<file path="src/rtl/adder_pipe.sv">
// Pipelined add/subtract unit: the carry chain is split into STAGES chunks,
// one chunk resolved per stage, with valid/ready flow control and result flags.
module adder_pipe #(
  parameter int n      = 32,
  parameter int STAGES = 4
) (
  input  logic         clk,
  input  logic         rst_n,
  input  logic         in_valid,
  output logic         in_ready,
  input  logic [n-1:0] A,
  input  logic [n-1:0] B,
  input  logic [1:0]   op,
  input  logic         cin,
  output logic         out_valid,
  input  logic         out_ready,
  output logic [n-1:0] SUM,
  output logic         COUT,
  output logic         OVF,
  output logic         ZERO
);

  localparam int W = n / STAGES;
  localparam int L = STAGES - 1;

  logic              w_stall;
  logic              w_accept;
  logic [n-1:0]      w_b_eff;
  logic              w_cin_eff;
  logic [n-1:0]      w_a     [STAGES];
  logic [n-1:0]      w_b     [STAGES];
  logic [n-1:0]      w_sum   [STAGES];
  logic [W:0]        w_chunk [STAGES];
  logic [STAGES-1:0] w_c_in;
  logic [STAGES-1:0] w_v_in;
  logic              w_ovf_n;
  logic              w_zero_n;

  logic [n-1:0]      r_a   [STAGES];
  logic [n-1:0]      r_b   [STAGES];
  logic [n-1:0]      r_sum [STAGES];
  logic [STAGES-1:0] r_c;
  logic [STAGES-1:0] r_v;
  logic              r_ovf;
  logic              r_zero;

  assign w_stall  = r_v[L] && !out_ready;
  assign w_accept = in_valid && !w_stall;
  assign w_b_eff  = op[0] ? ~B : B;

  always_comb begin
    case (op)
      2'b00:   w_cin_eff = 1'b0;
      2'b01:   w_cin_eff = 1'b1;
      2'b10:   w_cin_eff = cin;
      default: w_cin_eff = !cin;
    endcase
  end

  // Stage k sees either the new operation (k=0) or stage k-1's registers.
  always_comb begin
    w_a[0]    = A;
    w_b[0]    = w_b_eff;
    w_c_in[0] = w_cin_eff;
    w_v_in[0] = w_accept;
    w_sum[0]  = '0;
    for (int k = 1; k < STAGES; k++) begin
      w_a[k]    = r_a[k-1];
      w_b[k]    = r_b[k-1];
      w_c_in[k] = r_c[k-1];
      w_v_in[k] = r_v[k-1];
      w_sum[k]  = r_sum[k-1];
    end
    for (int k = 0; k < STAGES; k++) begin
      w_chunk[k] = {1'b0, w_a[k][k*W +: W]} + {1'b0, w_b[k][k*W +: W]}
                 + {{W{1'b0}}, w_c_in[k]};
      w_sum[k][k*W +: W] = w_chunk[k][W-1:0];
    end
  end

  // Carry into the MSB is recovered from the MSB sum bit and its operand bits.
  assign w_ovf_n  = w_chunk[L][W] ^ (w_sum[L][n-1] ^ w_a[L][n-1] ^ w_b[L][n-1]);
  assign w_zero_n = (w_sum[L] == '0);

  always_ff @(posedge clk) begin
    if (!rst_n) begin
      r_v    <= '0;
      r_c    <= '0;
      r_ovf  <= 1'b0;
      r_zero <= 1'b0;
      for (int k = 0; k < STAGES; k++) begin
        r_a[k]   <= '0;
        r_b[k]   <= '0;
        r_sum[k] <= '0;
      end
    end else if (!w_stall) begin
      r_v <= w_v_in;
      for (int k = 0; k < STAGES; k++) begin
        if (w_v_in[k]) begin
          r_a[k]   <= w_a[k];
          r_b[k]   <= w_b[k];
          r_sum[k] <= w_sum[k];
          r_c[k]   <= w_chunk[k][W];
        end
      end
      if (w_v_in[L]) begin
        r_ovf  <= w_ovf_n;
        r_zero <= w_zero_n;
      end
    end
  end

  assign in_ready  = !w_stall;
  assign out_valid = r_v[L];
  assign SUM       = r_sum[L];
  assign COUT      = r_c[L];
  assign OVF       = r_ovf;
  assign ZERO      = r_zero;

endmodule
</file>
<file path="config.mk">
export PLATFORM = sky130hd
export DESIGN_NAME = adder_pipe
export DESIGN_NICKNAME = d
export VERILOG_FILES = /design/src/rtl/adder_pipe.sv
export SDC_FILE = /design/constraint.sdc
export NUM_CORES = 1
export LEC_CHECK = 0
export ABC_CLOCK_PERIOD_IN_PS = 3000
export BUFFER_PORTS_ARGS = -buffer_cell sky130_fd_sc_hd__buf_4
export CORE_MARGIN = 2
export CORE_UTILIZATION = 45
export DETAILED_ROUTE_END_ITERATION = 6
export GPL_ROUTABILITY_DRIVEN = 0
export PLACE_DENSITY = 0.67
export REMOVE_ABC_BUFFERS = 1
export SLEW_MARGIN = 10
export SYNTH_ARGS = -nofsm -noshare
export SYNTH_HDL_FRONTEND = slang
export SYNTH_SLANG_ARGS = --single-unit
</file>
<file path="constraint.sdc">
create_clock -name clk -period 3 [get_ports clk]
set_clock_uncertainty 0.05 [all_clocks]
set_input_delay 0.3 -clock clk [delete_from_list [all_inputs] [get_ports clk]]
set_output_delay 0.3 -clock clk [all_outputs]
set_load 0.05 [all_outputs]
</file>
# Word-level counts from Yosys, hierarchy flattened
# Memories as Yosys holds them, arrays and structs flattened.
# Cells that the tools add are included.
[word_totals]
regBits = 10
latch_bits = 0
ramBits = 384
mem_bits_ro = 0
inputBits = 71
out_inout_bits = 37
elab_cells = 79
mem_count = 3
[op_classes]
add_sub_neg = 8
mul = 0
n_div = 0
magnitude_cmp = 0
n_eq_ne = 2
shift = 0
mux = 31
n_bitwise = 17
reduce_logical = 11
[memory_table]
columns = ["name", "depth", "width", "rd", "rd_clocked_by_memory_dff", "wr", "line_no", "text"]
rows = [
  ["r_a", 4, 32, 3, 0, 4, "39", "logic [n-1:0] r_a [STAGES];"],
  ["r_b", 4, 32, 3, 0, 4, "40", "logic [n-1:0] r_b [STAGES];"],
  ["r_sum", 4, 32, 4, 0, 4, "41", "logic [n-1:0] r_sum [STAGES];"],
]
[ops]
columns = ["operator", "n"]
rows = [
  ["$mux W32", 13],
  ["$add A8 B8 Y9", 4],
  ["$add A9 B1 Y9", 4],
  ["$logic_not A32 Y1", 1],
  ["$not A32 Y32", 1],
  ["$mux W1", 17],
  ["$or A1 B1 Y1", 12],
  ["$reduce_and A2 Y1", 4],
  ["$logic_not A1 Y1", 3],
  ["$pmux W1 S3", 1],
  ["$xor A1 B1 Y1", 3],
  ["$eq A2 B1 Y1 const B", 1],
  ["$eq A2 B2 Y1 const B", 1],
  ["$logic_and A1 B1 Y1", 2],
  ["$logic_not A2 Y1", 1],
  ["$not A1 Y1", 1],
]

# Logic depth before layout (Yosys ltp)
[logic_depth]
word_depth = 9
depth_mapped = 12

# Least setup slack after synthesis
# OpenSTA, ideal clock, no wires.
[synth_timing]
path_type = "register to register"
from = "register r_v[3]"
to = "memory r_a[0][10], enable pin"
setup_ns = 0.641
arrival_ns = 2.231
required_time_ns = 2.309
path_slack_ns = 0.078
path_stages_with_launch = 5
period_less_slack_ns = 2.922
cell_sequence = "dfxtp_1 > nor2b_1 > inv_2 > nand2_1 > nand2_1"
[synth_lines]
columns = ["element", "line_no", "text"]
rows = [
  ["from (decl)", "43", "logic [STAGES-1:0] r_v;"],
  ["from (signal assigned)", "97", "r_v <= w_v_in;"],
  ["to (decl)", "39", ""],
]

==> impl_metrics.py <==
metrics = {
    "status": {
        "status": "completed",
    },
    "finish": {
        "num_antenna_cells": 0,
        "area_growth_pct": 20.0,
        "final_common_cell": "edfxtp_1",
        "final_cell_mix": "176 x edfxtp_1, 127 x and2_1, 114 x buf_4, 54 x nor2_1, 46 x xnor2_1",
        "fin_util_pct": 55.4,
        "final_nets": 833,
        "drive_gt1_share_pct": 20.7,
        "stdcell_count": 968,
    },
    "synth": {
        "synth_area_sq_mm": 0.00831,
        "ys_seq_elements": 186,
        "synth_ff_type": "edfxtp_1",
        "ys_seq_area_share_pct": 66.0,
        "synth_top_area_share_pct": 63.6,
        "synth-edff-count": 176,
        "syn_inst": 614,
        "ys_types": 42,
        "yosysWarningCount": 0,
        "avgSynthCellArea_sq_um": 13.5,
        "synth_top_area_cell": "edfxtp_1",
        "synthArstFlopShare_pct": 0,
        "synth.top_cells.by_area": "edfxtp_1 64%, and2_1 9.6%, xnor2_1 4.8%",
    },
    "cts": {
        "cts_resized": 0,
        "clk_pin_slew_ps": 70,
        "clk_latency_ps": 420,
        "cts_buffers": 17,
        "ctsHoldBuffers": 0,
        "clock-root-buffer": "clkbuf_16",
        "cts_num_sinks": 186,
        "htreeDepth": 4,
        "clockBufferDepth": 2,
        "tritoncts": "built",
        "cts_setup_buffers": 0,
    },
    "timing": {
        "period_share_pct": 81.6,
        "tightest_slew_ps": 1040,
        "fmax_mhz": 409,
        "holdWs_ps": 102,
        "setup_violations": 0,
        "rsz0062_at_grt": "false",
        "hold_viol": 0,
        "tns_ps": 0,
        "period_minus_slack_ps": 2450,
        "slew_headroom_pct": 30.4,
        "drv_slew": 0,
    },
    "die": {
        "die_w_um": 140,
        "core-area_sq_mm": 0.0180,
        "initial_core_util_pct": 46.1,
        "chipHeight_um": 140,
        "pin_count": 108,
        "fp.dieArea_sq_mm": 0.0196,
        "rows": 49,
    },
    "placement": {
        "numPlacedInstances": 936,
        "post-dp-hpwl_mm": 9.76,
        "numPortBuffers": 107,
    },
    "route": {
        "dr.pass1.iters": 4,
        "drt_iter0_drc": 184,
        "drc": 0,
        "routed_via_density": 4.74,
        "routedWlPerCell_um": 13.8,
        "ant_nets": 0,
        "detail_route.wirelength_mm": 13.3,
        "vias": 4593,
    },
    "setup_path": {
        "crit_path_end_kind": "flip-flop",
        "cp-start-kind": "flip-flop",
        "startpoint": "r_b[0][8]",
        "r2r-start": "r_b[0][8]",
        "critPathKind": "flip-flop to flip-flop",
        "crit_path_max_incr_delay_ps": 400,
        "required_ps": 3230,
        "arrival_ps": 2680,
        "critPathSlowestCell": "fa_1",
        "cp_cell_sequence": "inv_1 -> fa_1 -> inv_1 -> fa_1 -> a21o_1 -> a21oi_1 -> o21bai_1 -> a21oi_1 -> o21bai_1 -> a21oi_1 -> o22ai_1",
        "cp_max_fo": 2,
        "cp_common_cell": "a21oi_1",
    },
    "power_and_ir_drop": {
        "peakVddDrop_uv": 439,
        "p_total_mw": 5.94,
        "power_leakage_nw": 4.03,
        "p_per_area_mw_per_mm2": 595,
    },
    "grt": {
        "grt_pass1_wl_mm": 22.6,
        "grt_pass1_vias": 4656,
        "gr-total-overflow": 0,
        "grt_max_degree": 58,
        "grt_use_total_pct": 14.6,
        "antenna_found_initial": 0,
    },
    "flow_run": {
        "cap_violations": 0,
    },
    "min_path": {
        "hold_class": "input port to flip-flop",
        "hp-start": "A[18]",
    },
}
Yosys cell counts, types with 4 or more instances:
cell type  number
and2_1        127
edfxtp_1      176
a21oi_1        15
o21bai_1        7
inv_1          22
nand2_1        19
xor2_1         12
xnor2_1        46
clkbuf_1       18
o21ai_0         8
nor2_1         54
ha_1           28
and3_1          6
nor3_1          7
nor4_1          5
nor2b_1         5
a21boi_0        5
dfxtp_1        10
a21o_1          4
fa_1            8
kinds of logic after synthesis:
group           after synthesis  share of synthesized area, %
simple gates                238                          15.6
flops                       186                          66.0
xor+xnor                     58                          6.11
compound gates               52                          4.15
buf+inv                      44                          2.00
fa+ha+maj                    36                          6.14
cell type report:
type / instances / area [sq um]
fill: 1510 / 8040
sequential: 186 / 5490
multi-input combinational: 384 / 2670
timing repair buffer: 114 / 856
clock buffer: 17 / 425
tap: 229 / 287
clock inverter: 15 / 174
inverter: 23 / 86.3
power by group:
| part | switching, mW | internal, mW | leakage, nW |
|---|---|---|---|
| Combinational | 0.374 | 0.280 | 1.79 |
| Clock | 0.915 | 1.31 | 0.283 |
| Sequential | 0.0476 | 3.02 | 1.96 |
layer usage:
| layer | up-vias | wire length [um] | track usage, % |
|---|---|---|---|
| met2 | 104 | 6220 | 23.0 |
| met4 | 0 | 259 | 5.47 |
| met1 | 2116 | 6230 | 19.2 |
| met5 | - | 0 | 0 |
| li1 | 2354 | - | - |
| met3 | 19 | 620 | 4.27 |
worst max-delay path, delay by kind of cell, from the launching register on:
family	cells	cell delay [ps]
AO/OA/AOI/OAI	7	1150
adder cells (fa/ha/maj)	2	600
buffers and inverters	2	140
flip-flops	1	360
state kept, by name, indices dropped and copies added, names as in the netlist:
signal	flops
r_v	4
r_b	48
r_sum	80
OVF	1
r_a	48
r_c	4
ZERO	1
through the flow:
stage	area [sq um]	setup WS [ps]
final	9980	553
after global routing	9980	380
after CTS	9980	538
after detailed placement	9380	281
after global placement	9380	345
after floorplan	8230	75.5
final timing paths:
path                                    to  slack [ps]  cells after the start
worst min register to register         OVF         420                      2
worst max-delay path                r_c[1]         550                     11
worst min-delay path            r_a[0][18]         100                      2
worst max register to register      r_c[1]         550                     11
Power figures use the tool's default switching activity.
